<file path="src/rtl/apb_master_bridge_if.sv">
`default_nettype none
// ============================================================================
// Module   : apb_master_bridge_if
// Brief    : Request/response handshake plus APB4 bus bundle for the bridge.
// Revision : 1.0
// ============================================================================
interface apb_master_bridge_if #(
  parameter int ADDR_W = 8,
  parameter int DATA_W = 32
);
  localparam int STRB_W = DATA_W / 8;

  // Requester side
  logic              req_valid;
  logic              req_ready;
  logic [ADDR_W-1:0] req_addr;
  logic              req_write;
  logic [DATA_W-1:0] req_wdata;
  logic [STRB_W-1:0] req_strb;
  logic              rsp_valid;
  logic              rsp_ready;
  logic [DATA_W-1:0] rsp_rdata;
  logic              rsp_err;

  // APB side
  logic              psel;
  logic              penable;
  logic [ADDR_W-1:0] paddr;
  logic              pwrite;
  logic [STRB_W-1:0] pstrb;
  logic [DATA_W-1:0] pwdata;
  logic [DATA_W-1:0] prdata;
  logic              pready;
  logic              pslverr;

  // master: the bridge itself; slave: requester and APB completer together.
  modport master (
    input  req_valid, req_addr, req_write, req_wdata, req_strb, rsp_ready,
    input  prdata, pready, pslverr,
    output req_ready, rsp_valid, rsp_rdata, rsp_err,
    output psel, penable, paddr, pwrite, pstrb, pwdata
  );

  modport slave (
    output req_valid, req_addr, req_write, req_wdata, req_strb, rsp_ready,
    output prdata, pready, pslverr,
    input  req_ready, rsp_valid, rsp_rdata, rsp_err,
    input  psel, penable, paddr, pwrite, pstrb, pwdata
  );
endinterface

`default_nettype wire

</file>
<file path="src/rtl/apb_master_bridge.sv">
`default_nettype none
// ============================================================================
// Module   : apb_master_bridge
// Brief    : Single-outstanding valid/ready to APB4 requester with timeout.
// Revision : 1.0
// ============================================================================
module apb_master_bridge #(
  parameter int ADDR_W  = 8,
  parameter int DATA_W  = 32,
  parameter int TIMEOUT = 16
) (
  input  logic                pclk,
  input  logic                presetn,
  apb_master_bridge_if.master bus
);

  localparam int STRB_W = DATA_W / 8;
  localparam int CNT_W  = (TIMEOUT > 0) ? $clog2(TIMEOUT + 1) : 1;

  typedef enum logic [1:0] {
    IDLE   = 2'd0,
    SETUP  = 2'd1,
    ACCESS = 2'd2,
    RESP   = 2'd3
  } state_e;

  state_e            state_q,     state_d;
  logic              psel_q,      psel_d;
  logic              penable_q,   penable_d;
  logic [ADDR_W-1:0] paddr_q,     paddr_d;
  logic              pwrite_q,    pwrite_d;
  logic [STRB_W-1:0] pstrb_q,     pstrb_d;
  logic [DATA_W-1:0] pwdata_q,    pwdata_d;
  logic              rsp_valid_q, rsp_valid_d;
  logic [DATA_W-1:0] rsp_rdata_q, rsp_rdata_d;
  logic              rsp_err_q,   rsp_err_d;
  logic [CNT_W-1:0]  tcnt_q,      tcnt_d;
  logic              timeout_hit;

  // A late pready on the final allowed cycle is handled before this is consulted.
  if (TIMEOUT > 0) begin : g_timeout
    assign timeout_hit = (tcnt_q == CNT_W'(TIMEOUT - 1)) && !bus.pready;
  end else begin : g_no_timeout
    assign timeout_hit = 1'b0;
  end

  always_ff @(posedge pclk or negedge presetn) begin
    if (!presetn) begin
      state_q     <= IDLE;
      psel_q      <= 1'b0;
      penable_q   <= 1'b0;
      paddr_q     <= '0;
      pwrite_q    <= 1'b0;
      pstrb_q     <= '0;
      pwdata_q    <= '0;
      rsp_valid_q <= 1'b0;
      rsp_rdata_q <= '0;
      rsp_err_q   <= 1'b0;
      tcnt_q      <= '0;
    end else begin
      state_q     <= state_d;
      psel_q      <= psel_d;
      penable_q   <= penable_d;
      paddr_q     <= paddr_d;
      pwrite_q    <= pwrite_d;
      pstrb_q     <= pstrb_d;
      pwdata_q    <= pwdata_d;
      rsp_valid_q <= rsp_valid_d;
      rsp_rdata_q <= rsp_rdata_d;
      rsp_err_q   <= rsp_err_d;
      tcnt_q      <= tcnt_d;
    end
  end

  always_comb begin
    state_d     = state_q;
    psel_d      = psel_q;
    penable_d   = penable_q;
    paddr_d     = paddr_q;
    pwrite_d    = pwrite_q;
    pstrb_d     = pstrb_q;
    pwdata_d    = pwdata_q;
    rsp_valid_d = rsp_valid_q;
    rsp_rdata_d = rsp_rdata_q;
    rsp_err_d   = rsp_err_q;
    tcnt_d      = tcnt_q;

    case (state_q)
      IDLE: begin
        if (bus.req_valid) begin
          state_d   = SETUP;
          psel_d    = 1'b1;
          penable_d = 1'b0;
          paddr_d   = bus.req_addr;
          pwrite_d  = bus.req_write;
          // Reads carry no strobes and a quiet data bus.
          pstrb_d   = bus.req_write ? bus.req_strb  : '0;
          pwdata_d  = bus.req_write ? bus.req_wdata : '0;
        end
      end

      SETUP: begin
        state_d   = ACCESS;
        penable_d = 1'b1;
        tcnt_d    = '0;
      end

      ACCESS: begin
        if (bus.pready) begin
          state_d     = RESP;
          psel_d      = 1'b0;
          penable_d   = 1'b0;
          rsp_valid_d = 1'b1;
          rsp_err_d   = bus.pslverr;
          rsp_rdata_d = pwrite_q ? '0 : bus.prdata;
        end else if (timeout_hit) begin
          state_d     = RESP;
          psel_d      = 1'b0;
          penable_d   = 1'b0;
          rsp_valid_d = 1'b1;
          rsp_err_d   = 1'b1;
          rsp_rdata_d = '0;
        end else begin
          tcnt_d = tcnt_q + CNT_W'(1);
        end
      end

      RESP: begin
        if (bus.rsp_ready) begin
          state_d     = IDLE;
          rsp_valid_d = 1'b0;
        end
      end

      default: begin
        state_d = IDLE;
      end
    endcase
  end

  assign bus.req_ready = (state_q == IDLE);
  assign bus.rsp_valid = rsp_valid_q;
  assign bus.rsp_rdata = rsp_rdata_q;
  assign bus.rsp_err   = rsp_err_q;
  assign bus.psel      = psel_q;
  assign bus.penable   = penable_q;
  assign bus.paddr     = paddr_q;
  assign bus.pwrite    = pwrite_q;
  assign bus.pstrb     = pstrb_q;
  assign bus.pwdata    = pwdata_q;

endmodule

`default_nettype wire

</file>
<file path="src/flat_wrapper.sv">
// flat-port wrapper written by rule: the top's interface ports become plain ports
module apb_master_bridge_flat 
#(
  parameter int ADDR_W  = 8,
  parameter int DATA_W  = 32,
  parameter int TIMEOUT = 16
)
  (pclk, presetn, bus_req_valid, bus_req_addr, bus_req_write, bus_req_wdata, bus_req_strb, bus_rsp_ready, bus_prdata, bus_pready, bus_pslverr, bus_req_ready, bus_rsp_valid, bus_rsp_rdata, bus_rsp_err, bus_psel, bus_penable, bus_paddr, bus_pwrite, bus_pstrb, bus_pwdata);
  apb_master_bridge_if #(.ADDR_W(ADDR_W), .DATA_W(DATA_W)) bus_i ();
  input  logic pclk;
  input  logic presetn;
  input wire logic [$bits(bus_i.req_valid)-1:0] bus_req_valid;
  input wire logic [$bits(bus_i.req_addr)-1:0] bus_req_addr;
  input wire logic [$bits(bus_i.req_write)-1:0] bus_req_write;
  input wire logic [$bits(bus_i.req_wdata)-1:0] bus_req_wdata;
  input wire logic [$bits(bus_i.req_strb)-1:0] bus_req_strb;
  input wire logic [$bits(bus_i.rsp_ready)-1:0] bus_rsp_ready;
  input wire logic [$bits(bus_i.prdata)-1:0] bus_prdata;
  input wire logic [$bits(bus_i.pready)-1:0] bus_pready;
  input wire logic [$bits(bus_i.pslverr)-1:0] bus_pslverr;
  output wire logic [$bits(bus_i.req_ready)-1:0] bus_req_ready;
  output wire logic [$bits(bus_i.rsp_valid)-1:0] bus_rsp_valid;
  output wire logic [$bits(bus_i.rsp_rdata)-1:0] bus_rsp_rdata;
  output wire logic [$bits(bus_i.rsp_err)-1:0] bus_rsp_err;
  output wire logic [$bits(bus_i.psel)-1:0] bus_psel;
  output wire logic [$bits(bus_i.penable)-1:0] bus_penable;
  output wire logic [$bits(bus_i.paddr)-1:0] bus_paddr;
  output wire logic [$bits(bus_i.pwrite)-1:0] bus_pwrite;
  output wire logic [$bits(bus_i.pstrb)-1:0] bus_pstrb;
  output wire logic [$bits(bus_i.pwdata)-1:0] bus_pwdata;
  assign bus_i.req_valid = bus_req_valid;
  assign bus_i.req_addr = bus_req_addr;
  assign bus_i.req_write = bus_req_write;
  assign bus_i.req_wdata = bus_req_wdata;
  assign bus_i.req_strb = bus_req_strb;
  assign bus_i.rsp_ready = bus_rsp_ready;
  assign bus_i.prdata = bus_prdata;
  assign bus_i.pready = bus_pready;
  assign bus_i.pslverr = bus_pslverr;
  assign bus_req_ready = bus_i.req_ready;
  assign bus_rsp_valid = bus_i.rsp_valid;
  assign bus_rsp_rdata = bus_i.rsp_rdata;
  assign bus_rsp_err = bus_i.rsp_err;
  assign bus_psel = bus_i.psel;
  assign bus_penable = bus_i.penable;
  assign bus_paddr = bus_i.paddr;
  assign bus_pwrite = bus_i.pwrite;
  assign bus_pstrb = bus_i.pstrb;
  assign bus_pwdata = bus_i.pwdata;
  apb_master_bridge #(.ADDR_W(ADDR_W), .DATA_W(DATA_W), .TIMEOUT(TIMEOUT)) u_core (.pclk(pclk), .presetn(presetn), .bus(bus_i));
endmodule
</file>
<file path="config.mk">
export PLATFORM = sky130hd
export DESIGN_NAME = apb_master_bridge_flat
export DESIGN_NICKNAME = d
export VERILOG_FILES = /design/src/rtl/apb_master_bridge_if.sv /design/src/rtl/apb_master_bridge.sv /design/src/flat_wrapper.sv
export SDC_FILE = /design/constraint.sdc
export NUM_CORES = 1
export LEC_CHECK = 0
export CAP_MARGIN = 20
export CORE_MARGIN = 2
export CORE_UTILIZATION = 41
export CTS_CLUSTER_SIZE = 20
export DETAILED_ROUTE_END_ITERATION = 7
export PLACE_DENSITY = 0.92
export SYNTH_ARGS = -nofsm -noshare
export SYNTH_HDL_FRONTEND = slang
export SYNTH_SLANG_ARGS = --single-unit
export TNS_END_PERCENT = 1
</file>
<file path="constraint.sdc">
create_clock -name pclk -period 2.46 [get_ports pclk]
set_input_delay 0.246 -clock pclk [delete_from_list [all_inputs] [get_ports pclk]]
set_output_delay 0.246 -clock pclk [all_outputs]
set_load 0.01 [all_outputs]
</file>
==> results.py <==
metrics = {
    "route": {
        "firstDrtPassIters": 4,
        "ant_nets": 0,
        "finalWirelength_microns": 9180,
        "drt_first_iter_violations": 130,
        "drt-wirelength-per-cell_microns": 15.4,
        "viasPerCell": 4.98,
        "drc_errors": 0,
        "vias": 2964,
    },
    "logic_synthesis": {
        "mappedNetlistNets": 411,
        "synth_top_area_cell": "dfrtp_1",
        "postSynthCellCount": 322,
        "yosysSeqAreaShare_pct": 63.9,
        "synth.avg_cell_area_sq_um": 10.7,
        "ys_types": 25,
        "yosys_warnings": 0,
        "syn_area_sq_um": 3440,
        "synth_area_leaders": "dfrtp_1 (64%), nand2_1 (12%), a22o_1 (8.1%)",
        "synth_seq_cells": 88,
        "synth_top_area_share_pct": 63.9,
    },
    "sta": {
        "finalHoldViolations": 0,
        "rsz0062_at_grt": "no",
        "finalMaxSlewViolations": 0,
        "clock_skew_ns": 0.0126,
        "finalSetupViolCount": 0,
        "max_freq_mhz": 499,
        "slew_headroom_pct": 66.9,
        "fin_crit_sh_pct": 81.5,
        "period_minus_slack_ns": 2.00,
        "setup_tns_ns": 0,
        "tightest_slew_ns": 0.496,
    },
    "final_layout": {
        "layout_commonest_cell": "clkdlybuf4s50_1",
        "diodes": 0,
        "drive_above_1_share_pct": 5.10,
        "fillers": 625,
        "synthToLayoutAreaGrowth_pct": 58.1,
        "nets": 574,
        "fin_cells": 595,
        "mostFrequentLayoutCells": "clkdlybuf4s50_1 (163), nand2_1 (106), dfrtp_1 (88)",
    },
    "worst_setup_path": {
        "worstPathArrival_ns": 2.23,
        "startpoint_type": "register",
        "rr_worst_depth": 6,
        "worst_path_most_repeated_cell": "ha_1",
        "reg2reg_to": "u_core.state_q[1]",
        "r2r-start": "u_core.tcnt_q[0]",
        "critPathRequiredTime_ns": 2.69,
        "critPathMaxFanout": 7,
        "cpPeakStageDelay_ns": 0.43,
        "reg2reg_slack_ns": 0.46,
        "critical_path_class": "register to register",
        "crit_family": "simple AND/OR/NAND/NOR gates",
        "cp_num_buf_inv": 0,
        "critPathSlowestCell": "dfrtp_1",
        "crit_chain": "ha_1, and3_1, ha_1, nor3b_4, nor3_1, mux2_1",
        "critPathCaptureType": "register",
    },
    "die": {
        "coreArea_sq_um": 8180,
        "rows": 33,
        "io_pins": 165,
        "dieArea_sq_um": 9150,
        "die_h_microns": 95.7,
        "initial_utilization_pct": 42.1,
        "chipWidth_microns": 95.7,
    },
    "cts": {
        "cts_hold_buf": 1,
        "cts_sinks": 88,
        "cts_buffers": 9,
        "cts.path.max_buffers": 2,
        "cts.clk_slew.worst_paths_ns": 0.09,
        "cts_max_level": 3,
        "cts_root_buf": "clkbuf_8",
        "clk_latency_ns": 0.34,
        "ctsResizeCount": 0,
        "cts_setup_buffers": 0,
        "cts_tree": "done",
    },
    "outcome": {
        "outcome": "complete, no violations",
    },
    "placed_design": {
        "gp_congestion": 0.801,
        "place_inst": 578,
        "dp_hpwl_microns": 6520,
        "port_buffers": 164,
    },
    "global_route": {
        "grt_overflow": 0,
        "grt_pass1_vias": 2887,
        "antenna_found_initial": 0,
        "grt_first_pass_wirelength_microns": 13900,
        "grt_max_degree": 50,
        "grt_usage_pct": 19.8,
    },
    "pwr": {
        "powerDensity_nw_per_um2": 1210,
        "max-vdd-ir-drop_uv": 515,
        "leakage_nw": 2.57,
    },
    "hold_path": {
        "hold_class": "input port to async pin",
    },
    "flow_run": {
        "cap_violations": 0,
    },
}
[how the worst max path moves through the flow]
stage,startpoint,endpoint,slack [ns],cells past startpoint
floorplan,u_core.tcnt_q[0],u_core.state_q[1],0.65,6
global placement,u_core.tcnt_q[0],u_core.state_q[1],0.57,6
detailed placement,u_core.tcnt_q[0],u_core.state_q[1],0.49,6
CTS,u_core.tcnt_q[0],u_core.state_q[1],0.47,6
global route,u_core.tcnt_q[0],u_core.state_q[1],0.38,6
finish,u_core.tcnt_q[0],u_core.state_q[1],0.46,6
[area by class of cell]
class / count / area, sq um / share of cell area (%)
clock buffers: 12 / 155 / 2.85
clock inverters: 4 / 73.8 / 1.36
inverters: 4 / 15.0 / 0.276
multi-input cells: 211 / 1150 / 21.1
flip-flops and latches: 88 / 2200 / 40.4
well taps: 105 / 131 / 2.41
repair buffers: 171 / 1720 / 31.6
[metrics by stage]
step                      worst slack [ns]  instance area [sq um]  hold WS [ns]  util (%)  power [mW]
after global routing                 0.378                   5450         0.406      66.6        7.07
after floorplan                      0.653                   3440       -0.0496         -        3.75
after global placement               0.566                   5210         0.246      63.7        5.39
after CTS                            0.468                   5450         0.406      66.6        6.68
after detailed placement             0.486                   5210         0.247      63.7        5.53
final                                0.456                   5450         0.408      66.6        6.61
[worst register-to-register path: stages, from the launching register on]
cell,delay [ns]
dfrtp_1,0.43
ha_1,0.23
and3_1,0.19
ha_1,0.26
nor3b_4,0.33
nor3_1,0.14
mux2_1,0.32
[synth_stat cells]
master,instances
nand2b_1,2
nand3_1,39
nand4_1,1
a21oi_1,2
o21ai_1,1
nand2_1,106
nor3_1,2
dfrtp_1,88
buf_2,11
nor3b_4,1
a22o_1,32
nor2b_1,2
nor2_1,3
mux2_1,2
and2_1,1
o21ai_0,4
or2_1,1
o32a_1,1
ha_1,6
or3b_1,1
clkbuf_1,8
mux2i_1,2
inv_1,4
a21o_1,1
and3_1,1
[report_power, final]
part | switching [mW] | internal, mW
combinational | 1.29 | 1.69
clock | 0.500 | 0.631
sequential | 0.388 | 2.11
[sequential cells by signal, indices dropped and copies added, names as in the netlist]
register,count
u_core.bus.rsp_err,1
u_core.bus.rsp_rdata,32
u_core.bus.pwdata,32
u_core.bus.rsp_valid,1
u_core.bus.penable,1
u_core.bus.psel,1
u_core.bus.paddr,8
u_core.bus.pwrite,1
u_core.state_q,2
u_core.tcnt_q,5
u_core.bus.pstrb,4
[routing by layer]
layer	track usage (%)	vias up	wire, microns
li1	-	1409	-
met1	24.2	1415	3740
met2	31.9	126	4380
met3	8.14	14	923
met4	6.43	0	139
met5	0	-	0
[logic make-up (layout without fill, tap and decap cells)]
kind of cell	after synthesis	in the layout	share of synthesized area [%]
muxes	4	4	1.23
buffers and inverters	23	191	2.91
adders and majority gates	6	6	2.18
AOI/OAI and AO/OA	41	41	9.66
and+or+nand+nor	160	160	20.1
DFF	88	88	63.9
No activity file was read; power rests on OpenSTA's default activity.
